**config.mk**
```make
export PLATFORM = sky130hd
export DESIGN_NAME = sifh_peak_reader_flat
export DESIGN_NICKNAME = d
export VERILOG_FILES = /design/src/rtl/sifh_peak_reader_if.sv /design/src/rtl/sifh_peak_reader.sv /design/src/flat_wrapper.sv
export SDC_FILE = /design/constraint.sdc
export NUM_CORES = 1
export LEC_CHECK = 0
export ABC_AREA = 1
export BUFFER_PORTS_ARGS = -buffer_cell sky130_fd_sc_hd__buf_4
export CORE_MARGIN = 2
export CORE_UTILIZATION = 49
export CTS_CLUSTER_SIZE = 8
export DETAILED_ROUTE_END_ITERATION = 8
export GPL_ROUTABILITY_DRIVEN = 0
export HOLD_SLACK_MARGIN = 0.06
export PLACE_DENSITY = 0.75
export SLEW_MARGIN = 0
export SYNTH_ARGS = -nofsm -noshare
export SYNTH_HDL_FRONTEND = slang
export SYNTH_SLANG_ARGS = --single-unit
```
**constraint.sdc**
```tcl
create_clock -name clk -period 1.4 [get_ports clk]
set_input_delay 0.14 -clock clk [delete_from_list [all_inputs] [get_ports clk]]
set_output_delay 0.14 -clock clk [all_outputs]
set_load 0.1 [all_outputs]
```
**src/rtl/sifh_peak_reader_if.sv**
```systemverilog
`default_nettype none
// ============================================================================
// Interface : sifh_peak_reader_if
// Brief     : Control, histogram-RAM port B and peak-result handshake bundle.
// Revision  : 1.0
// ============================================================================
interface sifh_peak_reader_if #(
    parameter int NB       = 6,
    parameter int PIX_W    = 2,
    parameter int CNT_W    = 8,
    parameter int RAM_ADDR = NB + PIX_W
) ();
    logic                start;
    logic                busy;
    logic                done;
    logic [RAM_ADDR-1:0] raddr;
    logic                rEnable;
    logic                readFlag;
    logic [CNT_W-1:0]    counts;
    logic                peakValid;
    logic                peakReady;
    logic [PIX_W-1:0]    peakPixel;
    logic [NB-1:0]       peakBin;
    logic [CNT_W-1:0]    peakCount;

    modport master (
        input  start, counts, peakReady,
        output busy, done, raddr, rEnable, readFlag,
        output peakValid, peakPixel, peakBin, peakCount
    );

    modport slave (
        output start, counts, peakReady,
        input  busy, done, raddr, rEnable, readFlag,
        input  peakValid, peakPixel, peakBin, peakCount
    );
endinterface
`default_nettype wire

```
**src/rtl/sifh_peak_reader.sv**
```systemverilog
`default_nettype none
// ============================================================================
// Module   : sifh_peak_reader
// Brief    : Scans histogram RAM port B pixel by pixel and emits the peak
//            (pixel, bin, count) of each histogram over valid/ready.
// Revision : 1.0
// ============================================================================
module sifh_peak_reader #(
    parameter int BIN_NUM   = 64,
    parameter int PIXEL_NUM = 4,
    parameter int NB        = 6,
    parameter int PIX_W     = 2,
    parameter int RAM_ADDR  = 8,
    parameter int CNT_W     = 8,
    parameter int RD_LAT    = 1
) (
    input  logic               clk,
    input  logic               res,
    sifh_peak_reader_if.master bus
);
    localparam logic [2:0] c_IDLE  = 3'd0;
    localparam logic [2:0] c_SCAN  = 3'd1;
    localparam logic [2:0] c_DRAIN = 3'd2;
    localparam logic [2:0] c_EMIT  = 3'd3;
    localparam logic [2:0] c_DONE  = 3'd4;

    localparam logic [NB-1:0]    c_LAST_BIN = NB'(BIN_NUM - 1);
    localparam logic [PIX_W-1:0] c_LAST_PIX = PIX_W'(PIXEL_NUM - 1);

    logic [2:0]              r_state;
    logic [2:0]              w_next;
    logic [PIX_W-1:0]        r_pixel;
    logic [NB-1:0]           r_bin;
    logic [RAM_ADDR-1:0]     r_raddr_last;
    logic [RD_LAT-1:0]       r_pv;
    logic [RD_LAT-1:0][NB-1:0] r_pb;
    logic [CNT_W-1:0]        r_max_cnt;
    logic [NB-1:0]           r_max_bin;

    logic w_busy;
    logic w_done;
    logic w_rd;
    logic w_valid;
    logic w_last_bin;
    logic w_last_pix;
    logic w_ret_vld;
    logic [NB-1:0] w_ret_bin;
    logic w_accept;
    logic w_start_ok;

    assign w_last_bin = (r_bin == c_LAST_BIN);
    assign w_last_pix = (r_pixel == c_LAST_PIX);
    assign w_ret_vld  = r_pv[RD_LAT-1];
    assign w_ret_bin  = r_pb[RD_LAT-1];
    assign w_accept   = w_valid && bus.peakReady;
    assign w_start_ok = (r_state == c_IDLE) && bus.start;

    always_ff @(posedge clk or negedge res) begin
        if (!res) begin
            r_state <= c_IDLE;
        end else begin
            r_state <= w_next;
        end
    end

    always_comb begin
        w_next = r_state;
        case (r_state)
            c_IDLE:  if (bus.start) w_next = c_SCAN;
            c_SCAN:  if (w_last_bin) w_next = c_DRAIN;
            c_DRAIN: if (w_ret_vld && (w_ret_bin == c_LAST_BIN)) w_next = c_EMIT;
            c_EMIT:  if (bus.peakReady) w_next = w_last_pix ? c_DONE : c_SCAN;
            c_DONE:  w_next = c_IDLE;
            default: w_next = c_IDLE;
        endcase
    end

    always_comb begin
        w_busy  = 1'b0;
        w_done  = 1'b0;
        w_rd    = 1'b0;
        w_valid = 1'b0;
        case (r_state)
            c_SCAN:  begin w_busy = 1'b1; w_rd = 1'b1;    end
            c_DRAIN: begin w_busy = 1'b1;                 end
            c_EMIT:  begin w_busy = 1'b1; w_valid = 1'b1; end
            c_DONE:  begin w_done = 1'b1;                 end
            default: ;
        endcase
    end

    // Address counters; the bin counter wraps to 0 after the last bin of a pixel.
    always_ff @(posedge clk or negedge res) begin
        if (!res) begin
            r_pixel      <= '0;
            r_bin        <= '0;
            r_raddr_last <= '0;
        end else begin
            if (w_start_ok) begin
                r_pixel <= '0;
                r_bin   <= '0;
            end
            if (w_rd) begin
                r_bin        <= r_bin + NB'(1);
                r_raddr_last <= {r_pixel, r_bin};
            end
            if (w_accept && !w_last_pix) begin
                r_pixel <= r_pixel + PIX_W'(1);
            end
        end
    end

    // Return pipeline tags each read so the compare knows which bin arrived.
    always_ff @(posedge clk or negedge res) begin
        if (!res) begin
            r_pv <= '0;
            r_pb <= '0;
        end else begin
            r_pv[0] <= w_rd;
            r_pb[0] <= r_bin;
            for (int k = 1; k < RD_LAT; k++) begin
                r_pv[k] <= r_pv[k-1];
                r_pb[k] <= r_pb[k-1];
            end
        end
    end

    // Bin 0 always loads; later bins need a strictly larger count so ties keep the lowest bin.
    always_ff @(posedge clk or negedge res) begin
        if (!res) begin
            r_max_cnt <= '0;
            r_max_bin <= '0;
        end else if (w_accept || w_start_ok) begin
            r_max_cnt <= '0;
            r_max_bin <= '0;
        end else if (w_ret_vld && ((w_ret_bin == '0) || (bus.counts > r_max_cnt))) begin
            r_max_cnt <= bus.counts;
            r_max_bin <= w_ret_bin;
        end
    end

    assign bus.busy      = w_busy;
    assign bus.done      = w_done;
    assign bus.rEnable   = w_rd;
    assign bus.readFlag  = w_rd;
    assign bus.raddr     = w_rd ? {r_pixel, r_bin} : r_raddr_last;
    assign bus.peakValid = w_valid;
    assign bus.peakPixel = r_pixel;
    assign bus.peakBin   = r_max_bin;
    assign bus.peakCount = r_max_cnt;

endmodule
`default_nettype wire
```
**src/flat_wrapper.sv**
```systemverilog
// flat-port wrapper written by rule: the top's interface ports become plain ports
module sifh_peak_reader_flat 
#(
    parameter int BIN_NUM   = 64,
    parameter int PIXEL_NUM = 4,
    parameter int NB        = 6,
    parameter int PIX_W     = 2,
    parameter int RAM_ADDR  = 8,
    parameter int CNT_W     = 8,
    parameter int RD_LAT    = 1
)
  (clk, res, bus_start, bus_counts, bus_peakReady, bus_busy, bus_done, bus_raddr, bus_rEnable, bus_readFlag, bus_peakValid, bus_peakPixel, bus_peakBin, bus_peakCount);
  sifh_peak_reader_if #(.NB(NB), .PIX_W(PIX_W), .CNT_W(CNT_W), .RAM_ADDR(RAM_ADDR)) bus_i ();
  input  logic clk;
  input  logic res;
  input wire logic [$bits(bus_i.start)-1:0] bus_start;
  input wire logic [$bits(bus_i.counts)-1:0] bus_counts;
  input wire logic [$bits(bus_i.peakReady)-1:0] bus_peakReady;
  output wire logic [$bits(bus_i.busy)-1:0] bus_busy;
  output wire logic [$bits(bus_i.done)-1:0] bus_done;
  output wire logic [$bits(bus_i.raddr)-1:0] bus_raddr;
  output wire logic [$bits(bus_i.rEnable)-1:0] bus_rEnable;
  output wire logic [$bits(bus_i.readFlag)-1:0] bus_readFlag;
  output wire logic [$bits(bus_i.peakValid)-1:0] bus_peakValid;
  output wire logic [$bits(bus_i.peakPixel)-1:0] bus_peakPixel;
  output wire logic [$bits(bus_i.peakBin)-1:0] bus_peakBin;
  output wire logic [$bits(bus_i.peakCount)-1:0] bus_peakCount;
  assign bus_i.start = bus_start;
  assign bus_i.counts = bus_counts;
  assign bus_i.peakReady = bus_peakReady;
  assign bus_busy = bus_i.busy;
  assign bus_done = bus_i.done;
  assign bus_raddr = bus_i.raddr;
  assign bus_rEnable = bus_i.rEnable;
  assign bus_readFlag = bus_i.readFlag;
  assign bus_peakValid = bus_i.peakValid;
  assign bus_peakPixel = bus_i.peakPixel;
  assign bus_peakBin = bus_i.peakBin;
  assign bus_peakCount = bus_i.peakCount;
  sifh_peak_reader #(.BIN_NUM(BIN_NUM), .PIXEL_NUM(PIXEL_NUM), .NB(NB), .PIX_W(PIX_W), .RAM_ADDR(RAM_ADDR), .CNT_W(CNT_W), .RD_LAT(RD_LAT)) u_core (.clk(clk), .res(res), .bus(bus_i));
endmodule
```
# == Word level (Yosys, flattened, before mapping) ==
# Cells that the tools add are included.
# word_totals
ff_bits,40
output_inout_bits,29
wordCells,56
# op_classes
n_addsub,2
magnitude_cmp,1
n_eq_ne,11
mux,19
reduce_logical,15
# ops
op,count
two-way mux 6 bit,4
two-way mux 8 bit,3
two-way mux 3 bit,5
"equality test 6 bit, second input constant",2
one-hot mux 3 bit (4 select lines),1
greater-than comparator 8 bit,1
"adder 6 x 1 -> 6 bit, second input constant",1
"equality test 3 x 2 -> 1 bit, second input constant",2
zero test 6 bit,1
nonzero test 2 bit,3
logical AND 1 bit,5
two-way mux 1 bit,4
two-way mux 2 bit,2
"inequality test 2 x 1 -> 1 bit, second input constant",2
"inequality test 2 bit, second input constant",2
AND reduction 4 bit,1
"equality test 3 x 1 -> 1 bit, second input constant",1
"equality test 3 bit, second input constant",1
zero test 3 bit,1
OR reduction 3 bit,1
"adder 2 x 1 -> 2 bit, second input constant",1
"equality test 2 bit, second input constant",1
logical OR 1 bit,2
zero test 1 bit,1

# == Depth between registers and ports, before layout ==
# Gate-level depths: netlist (run 1).
# logic_depth
word_depth,5
ltp_mapped,15

# == Least setup slack after synthesis (run 1) ==
# OpenSTA, ideal clock, no wires.
# synth_timing
path_type,flip-flop to flip-flop
from,register u_core.r_pixel[1] (netlist: u_core.bus.peakPixel[1])
to,register u_core.r_raddr_last[7]
setup_ps,353
arrival_ps,3228
required_ps,1047
setup_slack_ps,-2181
stages_incl_launch_ff,3
synth_period_minus_slack_ps,3581
cell_sequence,dfrtp_1 inv_1 o21ai_0
# synth_between
elab_chain_cells,1
# synth_lines
element,line,rtl
from (decl),sifh_peak_reader.sv:32,logic [PIX_W-1:0] r_pixel;
from (signal assigned),sifh_peak_reader.sv:108,r_pixel <= r_pixel + PIX_W'(1);
two-way mux 8 bit,--,
named net bus_raddr[7],flat_wrapper.sv:21,output wire logic [$bits(bus_i.raddr)-1:0] bus_raddr;
to (signal assigned),sifh_peak_reader.sv:105,"r_raddr_last <= {r_pixel, r_bin};"
to (decl),sifh_peak_reader.sv:34,logic [RAM_ADDR-1:0] r_raddr_last;
# The timed path passes the listed nets, and every way through them passes these cells.
# A chain may end at the register's enable or synchronous reset.

# == Final worst setup path (run 1) ==
# layout_timing
from,register u_core.r_max_cnt[3] (netlist: u_core.bus.peakCount[3])
to,register u_core.r_max_bin[5] (netlist: u_core.bus.peakBin[5])
# layout_between
elab_chain_cells,4
# layout_lines
element,line,rtl
from (decl),sifh_peak_reader.sv:37,logic [CNT_W-1:0] r_max_cnt;
from (signal assigned),sifh_peak_reader.sv:137,r_max_cnt <= bus.counts;
greater-than comparator 8 bit,sifh_peak_reader.sv:136,end else if (w_ret_vld && ((w_ret_bin == '0) || (bus.counts > r_max_cnt))) begin
logical OR 1 bit,sifh_peak_reader.sv:136,
logical AND 1 bit,sifh_peak_reader.sv:136,
nonzero test 2 bit (no source line),--,
to (signal assigned),sifh_peak_reader.sv:138,r_max_bin <= w_ret_bin;
to (decl),sifh_peak_reader.sv:38,logic [NB-1:0] r_max_bin;
# No other way between the ends.

==> results of run 1 <==
[kinds of logic after synthesis]
| kind of cell | after synthesis | synth area share [%] |
|---|---|---|
| DFF | 40 | 49.7 |
| adders and majority gates | 10 | 6.22 |
| buffers and inverters | 38 | 9.26 |
| and+or+nand+nor | 107 | 27.5 |
| AOI/OAI and AO/OA | 25 | 7.27 |
[cell type report]
type                       count  area share (%)
inverter                      30            3.89
clock inverter                 2           0.288
sequential                    40            29.8
multi-input combinational    143            34.0
clock buffer                   6            2.38
timing repair buffer          89            27.8
tap                           50            1.80
[sequential cells by signal, indices dropped and copies added, names as in the netlist]
signal / count
u_core.r_pb: 6
u_core.r_bin: 6
u_core.r_state: 3
u_core.bus.peakPixel: 2
u_core.bus.peakBin: 6
u_core.r_pv: 1
u_core.r_raddr_last: 8
u_core.bus.peakCount: 8
[synthesized netlist by cell type (all sizes together), types with 2 or more instances]
| cell type | count | share of area (%) |
|---|---|---|
| nand2 | 54 | 12 |
| dfrtp | 40 | 50 |
| inv | 30 | 5.8 |
| nand3 | 19 | 6.3 |
| nand4 | 18 | 5.9 |
| nor2 | 15 | 3.3 |
| o21ai | 15 | 3.9 |
| ha | 10 | 6.2 |
| buf | 6 | 3.0 |
| a21oi | 3 | 0.75 |
| clkbuf | 2 | 0.43 |
| o21a | 2 | 0.75 |
| o22ai | 2 | 0.62 |
[through the flow]
| stage | area (sq um) | cells | util [%] | setup WS [ns] |
|---|---|---|---|---|
| after floorplan | 2240 | 220 | - | -0.435 |
| after global placement | 2780 | 335 | 70.1 | -0.231 |
| after detailed placement | 2780 | 335 | 70.1 | -0.301 |
| after CTS | 3210 | 350 | 80.7 | -0.273 |
| after global routing | 3470 | 360 | 87.4 | -0.448 |
| final | 3470 | 360 | 87.4 | -0.379 |
[repair_timing]
action,CTS,global route
endpoints found under the hold margin,40,0
resized for setup,61,46
gates cloned,2,0
hold buffers,1,0
setup endpoints to repair,27,37
setup buffers,5,11
pin swaps,19,24
[path summary, 6_finish.rpt]
kind                                         startpoint                      end  slack (ns)
worst max-delay path            u_core.bus.peakCount[3]    u_core.bus.peakBin[5]       -0.38
worst min-delay path                      bus_counts[0]  u_core.bus.peakCount[0]         0.1
worst max register to register  u_core.bus.peakCount[3]    u_core.bus.peakBin[5]       -0.38
worst min register to register          u_core.r_bin[4]           u_core.r_pb[4]        0.39
max in group asynchronous                           res  u_core.bus.peakCount[1]        0.65
min in group asynchronous                           res  u_core.bus.peakCount[7]        0.34
[worst min-delay path, stage by stage]
cell     delay [ns]
buf_4          0.08
nand4_1        0.07
nand2_1        0.07
[layer usage]
layer  global-route usage (%)  up-vias  routed length, um
met4                     9.50        0                252
met1                     30.8      972               2530
li1                         -      908                  -
met5                        0        -                  0
met3                     6.09       22                364
met2                     47.1       86               3730
==> qor.csv, run 1 <==
stage,metric,value,unit
outcome,outcome,"finished, violations left",
outcome,failing checks,negative setup slack,
drt,Routed WL per cell,19.1,um
clocking,clock root buffer,clkbuf_8,
global_routing,number of antenna violations at the first check in global routing,0,
flow_run,MaxCap Viol Count,0,
floorplan,row count,23,
setup_path,CP Cell Sequence,inv_4 -> ha_4 -> nand2_2 -> inv_2 -> nand2_1 -> nand2_1 -> nand2_1 -> nand2_1 -> nand2_1 -> nand2_2 -> nand2_4 -> buf_6 -> nand3_2 -> nand2_1,
clocking,TritonCTS clock tree,done,
placement,count of input and output buffers,40,
setup_path,most frequent CP cell,nand2_1,
setup_path,Critical Path Sink Type,flop,
global_routing,GRT Total Usage,26.4,%
logic_synthesis,Mapped Avg Cell Area,9.15,sq um
logic_synthesis,"Distinct cells, synth",31,
logic_synthesis,"Primary FF master, synth",dfrtp_1,
setup_path,Worst EP required,1.58,ns
setup_path,"Arr. time, crit path",1.96,ns
timing,Worst Skew,0.0116,ns
drt,first-pass iteration count of the detailed router,4,
timing,TNS Setup,-9.01,ns
setup_path,CP peak stage delay,0.44,ns
clocking,Worst-Skew Late Latency,0.30,ns
floorplan,die width,68.1,um
floorplan,Initial Util,50.7,%
drt,total number of vias,1988,
drt,DRT antenna net count,0,
logic_synthesis,Yosys warnings,0,
drt,Vias/cell,5.52,
timing,final-report hold violation count,0,
floorplan,Die Area,4640,sq um
timing,FMAX,562,MHz
drt,drc violations,0,
drt,final WL,6870,um
timing,final worst path period need,1.78,ns
global_routing,vias in the first global route,1853,
clocking,"Reg clk slew, reported paths",0.08,ns
logic_synthesis,Netlist Area Pre-Place,2010,sq um
finish,Multi-input gate area,1180,sq um
clocking,total CTS buffers,5,
finish,"most common cell after layout, fill and taps aside",buf_4,
timing,final worst setup slack,-0.379,ns
logic_synthesis,Seq cells post-synth,40,
timing,worst hold slack,0.0960,ns
finish,# fillers,176,
setup_path,"Max FO, Critical Path",4,
placement,HPWL Detailed,3240,um
logic_synthesis,syn_nets,242,
setup_path,R2R cell count,14,
finish,fin nets,331,
finish,share of layout cells above drive strength 1,60.3,%
setup_path,CP Launch Type,flop,
worst_hold_path,Tightest Hold Check Type,in2reg,
finish,area grow syn2layout,72.4,%
drt,drt first-iter violations,219,
clocking,worst-case clock buffer depth,2,
clocking,clk sinks,40,
setup_path,Worst path slowest cell,dfrtp_4,
finish,most frequent cells in the layout,"buf_4 (56), nand2_1 (35), dfrtp_1 (29)",
finish,FF+latch area,1030,sq um
setup_path,CP Buf/Inv Count,3,
timing,Slew headroom,62.7,%
global_routing,grt total ovfl,0,
floorplan,# IOs,41,
timing,Tcrit/Tclk final,127,%
setup_path,WS Path Type,reg2reg,
timing,final setup vio count,33,
logic_synthesis,sequential share of the synthesized area,49.7,%
global_routing,pin count of the biggest net entering global routing,41,
finish,n_diodes,0,
logic_synthesis,Syn Inst Count,220,
clocking,CTS H-tree lvls,2,
timing,Worst-Margin Slew,0.554,ns
logic_synthesis,Async SR Flop Fraction,100,%
timing,unrepaired setup endpoints after global routing,true,
floorplan,Core ar.,3970,sq um
timing,"Slew Viols, Final",0,
worst_hold_path,Min-Delay Path Depth,3,
logic_synthesis,"EDFF count, synth",0,
setup_path,critical path's top delay family,simple AND/OR/NAND/NOR gates,
setup_path,CP Depth,14,
floorplan,Die Y,68.1,um
global_routing,first-pass GRT wire length,8780,um
Power of run 1 is left out: the tool's default activity adds up to more than one toggle a clock period on the data nets, which glitch-free logic cannot reach.
==> inputs of run 2 (changes only) <==
Settings changed: ABC_AREA 1 to 0, CORE_UTILIZATION 49 to 48, PLACE_DENSITY 0.75 to 0.74.
==> run 2 against run 1 <==
The flow still finishes with violations (negative setup slack). Synthesized area down 3.3%. Cell count down 4.7%. Die area down 1.2%. Flip-flop and latch count is the same. Via count decreased by 3.0%. Sequential share of layout area down 0.34 points. Register-to-register slack got worse by 0.25 ns. Non-clock buffer count is 2 higher. First-iteration DRC count shrank 27%. Clock skew is 0.0045 ns lower. Fmax fell by 12%.
==> qor.csv, run 2 <==
stage,metric,value,unit,change
worst_hold_path,Tightest Hold Check Type,in2reg,,
finish,n_diodes,0,,unchanged
drt,final WL,6910,um,+0.55%
clocking,worst-case clock buffer depth,2,,unchanged
setup_path,Worst setup startpoint,u_core.r_pb[2],,
setup_path,Critical Path Sink Type,flop,,
finish,"Design Area, Final",3490,sq um,+0.54%
logic_synthesis,Commonest cells post-synth,"nand2_1 (58), dfrtp_1 (40), mux2i_1 (14)",,
global_routing,GRT Total Usage,28.3,%,+1.9 points
setup_path,worst r2r src,u_core.r_pb[2],,
timing,"Slew Viols, Final",0,,unchanged
clocking,clock root buffer,clkbuf_8,,
global_routing,number of antenna violations at the first check in global routing,0,,unchanged
logic_synthesis,sequential share of the synthesized area,51.4,%,+1.7 points
setup_path,R2R cell count,6,,-8
logic_synthesis,"Primary FF master, synth",dfrtp_1,,
setup_path,CP Depth,6,,-8
timing,worst hold slack,0.0900,ns,-0.00594 ns
finish,fin nets,314,,-5.1%
timing,FMAX,494,MHz,-12%
setup_path,"Max FO, Critical Path",11,,+7
timing,TNS Setup,-10.87,ns,-1.86 ns
clocking,clk sinks,40,,unchanged
logic_synthesis,Mapped Avg Cell Area,9.73,sq um,+6.4%
finish,Multi-input gate area,1270,sq um,+7.7%
finish,# fillers,161,,-8.5%
setup_path,CP peak stage delay,0.55,ns,+0.11 ns
timing,final worst setup slack,-0.626,ns,-0.247 ns
clocking,total CTS buffers,5,,unchanged
clocking,"Reg clk slew, reported paths",0.08,ns,about the same
timing,Slew headroom,55.1,%,-7.6 points
global_routing,grt total ovfl,0,,unchanged
placement,count of input and output buffers,40,,unchanged
drt,drt first-iter violations,159,,-27%
timing,Worst Skew,0.00704,ns,-0.00452 ns
logic_synthesis,Synth top area share,51.4,%,+1.7 points
setup_path,critical path's top delay family,simple AND/OR/NAND/NOR gates,,
outcome,failing checks,negative setup slack,,
floorplan,row count,23,,unchanged
timing,Worst-Margin Slew,0.671,ns,+0.118 ns
setup_path,WS Path Type,reg2reg,,
floorplan,Core ar.,3940,sq um,-0.72%
logic_synthesis,post-synth top area cell,dfrtp_1,,
finish,share of layout cells above drive strength 1,54.6,%,-5.7 points
worst_hold_path,Min-Delay Path Depth,3,,unchanged
logic_synthesis,most frequent cell after synthesis,nand2_1,,
finish,area grow syn2layout,79.2,%,
timing,Tcrit/Tclk final,145,%,+18 points
timing,final setup vio count,37,,+12%
logic_synthesis,top post-synthesis cells by area,"dfrtp_1 (51%), nand2_1 (11%), mux2i_1 (7.2%)",,
floorplan,die width,67.7,um,-0.60%
drt,total number of vias,1929,,-3.0%
outcome,outcome,"finished, violations left",,
drt,drc violations,0,,unchanged
logic_synthesis,Syn Inst Count,200,,-9.1%
setup_path,CP Cell Sequence,or4_4 -> nor3_4 -> o31ai_2 -> a21oi_4 -> buf_12 -> mux2i_1,,
logic_synthesis,"EDFF count, synth",0,,unchanged
placement,Placed Area,2720,sq um,-2.3%
clocking,Worst-Skew Late Latency,0.30,ns,about the same
setup_path,Worst path slowest cell,or4_4,,
placement,HPWL Detailed,3160,um,-2.7%
setup_path,Worst EP required,1.58,ns,about the same
logic_synthesis,Yosys warnings,0,,unchanged
drt,Vias/cell,5.62,,+1.8%
floorplan,Die Y,67.7,um,-0.60%
drt,Routed WL per cell,20.2,um,+5.5%
timing,final worst path period need,2.03,ns,+0.247 ns
setup_path,CP Launch Type,flop,,
logic_synthesis,Async SR Flop Fraction,100,%,unchanged
drt,first-pass iteration count of the detailed router,5,,+1
global_routing,vias in the first global route,1998,,+7.8%
global_routing,pin count of the biggest net entering global routing,41,,unchanged
clocking,TritonCTS clock tree,done,,
drt,DRT antenna net count,0,,unchanged
worst_hold_path,HP Start,bus_counts[2],,
floorplan,# IOs,41,,unchanged
floorplan,Die Area,4580,sq um,-1.2%
logic_synthesis,Netlist Area Pre-Place,1950,sq um,-3.3%
finish,FF+latch area,1030,sq um,-0.60%
logic_synthesis,syn_nets,222,,-8.3%
logic_synthesis,Seq cells post-synth,40,,unchanged
timing,final-report hold violation count,0,,unchanged
clocking,CTS H-tree lvls,2,,unchanged
global_routing,first-pass GRT wire length,9360,um,+6.6%
setup_path,"Arr. time, crit path",2.21,ns,+0.25 ns
setup_path,CP Buf/Inv Count,1,,-2
timing,unrepaired setup endpoints after global routing,true,,
floorplan,Initial Util,49.4,%,-1.3 points
logic_synthesis,"Distinct cells, synth",32,,+3.2%
finish,most frequent cells in the layout,"buf_4 (56), nand2_1 (35), dfrtp_1 (30)",,
flow_run,MaxCap Viol Count,0,,unchanged
finish,"most common cell after layout, fill and taps aside",buf_4,,
## run 2: changes by cell type after synthesis, sizes merged, moves of 5 or more
cell   previous run  this run
inv              30        13
nand3            19         2
mux2i             0        14
nand4            18         5
nor2             15        10
## run 2: what timing repair did
action / CTS / global route
gates resized for setup: 97 / 38
pin swaps: 6 / 20
hold buffers: 1 / 0
setup buffers: 14 / 6
endpoints found under the setup margin: 37 / 37
hold endpoints to repair: 40 / 0
gates cloned: 1 / 0
## run 2: worst paths after layout
kind / end / slack (ns)
worst min-delay path: u_core.bus.peakCount[2] / 0.09
min in group asynchronous: u_core.r_state[2] / 0.35
worst min register to register: u_core.bus.peakBin[5] / 0.53
max in group asynchronous: u_core.bus.peakPixel[0] / 0.64
worst max-delay path: u_core.bus.peakBin[3] / -0.63
worst max register to register: u_core.bus.peakBin[3] / -0.63
## run 2: logic make-up after synthesis
family / after synthesis / share of synthesized area (%)
buffers and inverters: 20 / 5.08
and+or+nand+nor: 85 / 18.6
AOI/OAI and AO/OA: 27 / 8.93
muxes: 18 / 9.51
adders and majority gates: 10 / 6.43
DFF: 40 / 51.4
## run 2: layout make-up
cell class,count,share of cell area [%]
Timing Repair Buffer,91,27.7
Inverter,13,1.69
Multi-Input combinational cell,140,36.5
Sequential cell,40,29.5
Clock buffer,8,2.58
Timing Repair inverter,1,0.323
Tap cell,50,1.79
## run 2: through the flow
step           util [%]  instances  setup slack (ns)
2_1_floorplan         -        200            -0.742
3_3_place_gp       69.0        316            -0.368
3_5_place_dp       69.0        316            -0.453
4_1_cts            84.7        340            -0.446
5_1_grt            88.5        343            -0.655
6_report           88.5        343            -0.626
## run 2: worst min-delay path: stages
cell	delay [ns]
buf_4	0.11
nand2_1	0.05
mux2i_1	0.06
## run 2: routing by layer
metal / wire [um] / GRT usage (%) / vias to the layer above
li1: - / - / 858
met1: 2560 / 32.7 / 965
met2: 3730 / 47.5 / 77
met3: 322 / 7.67 / 29
met4: 299 / 15.1 / 0
met5: 0 / 0 / -
Power of run 2 is left out for the same reason.
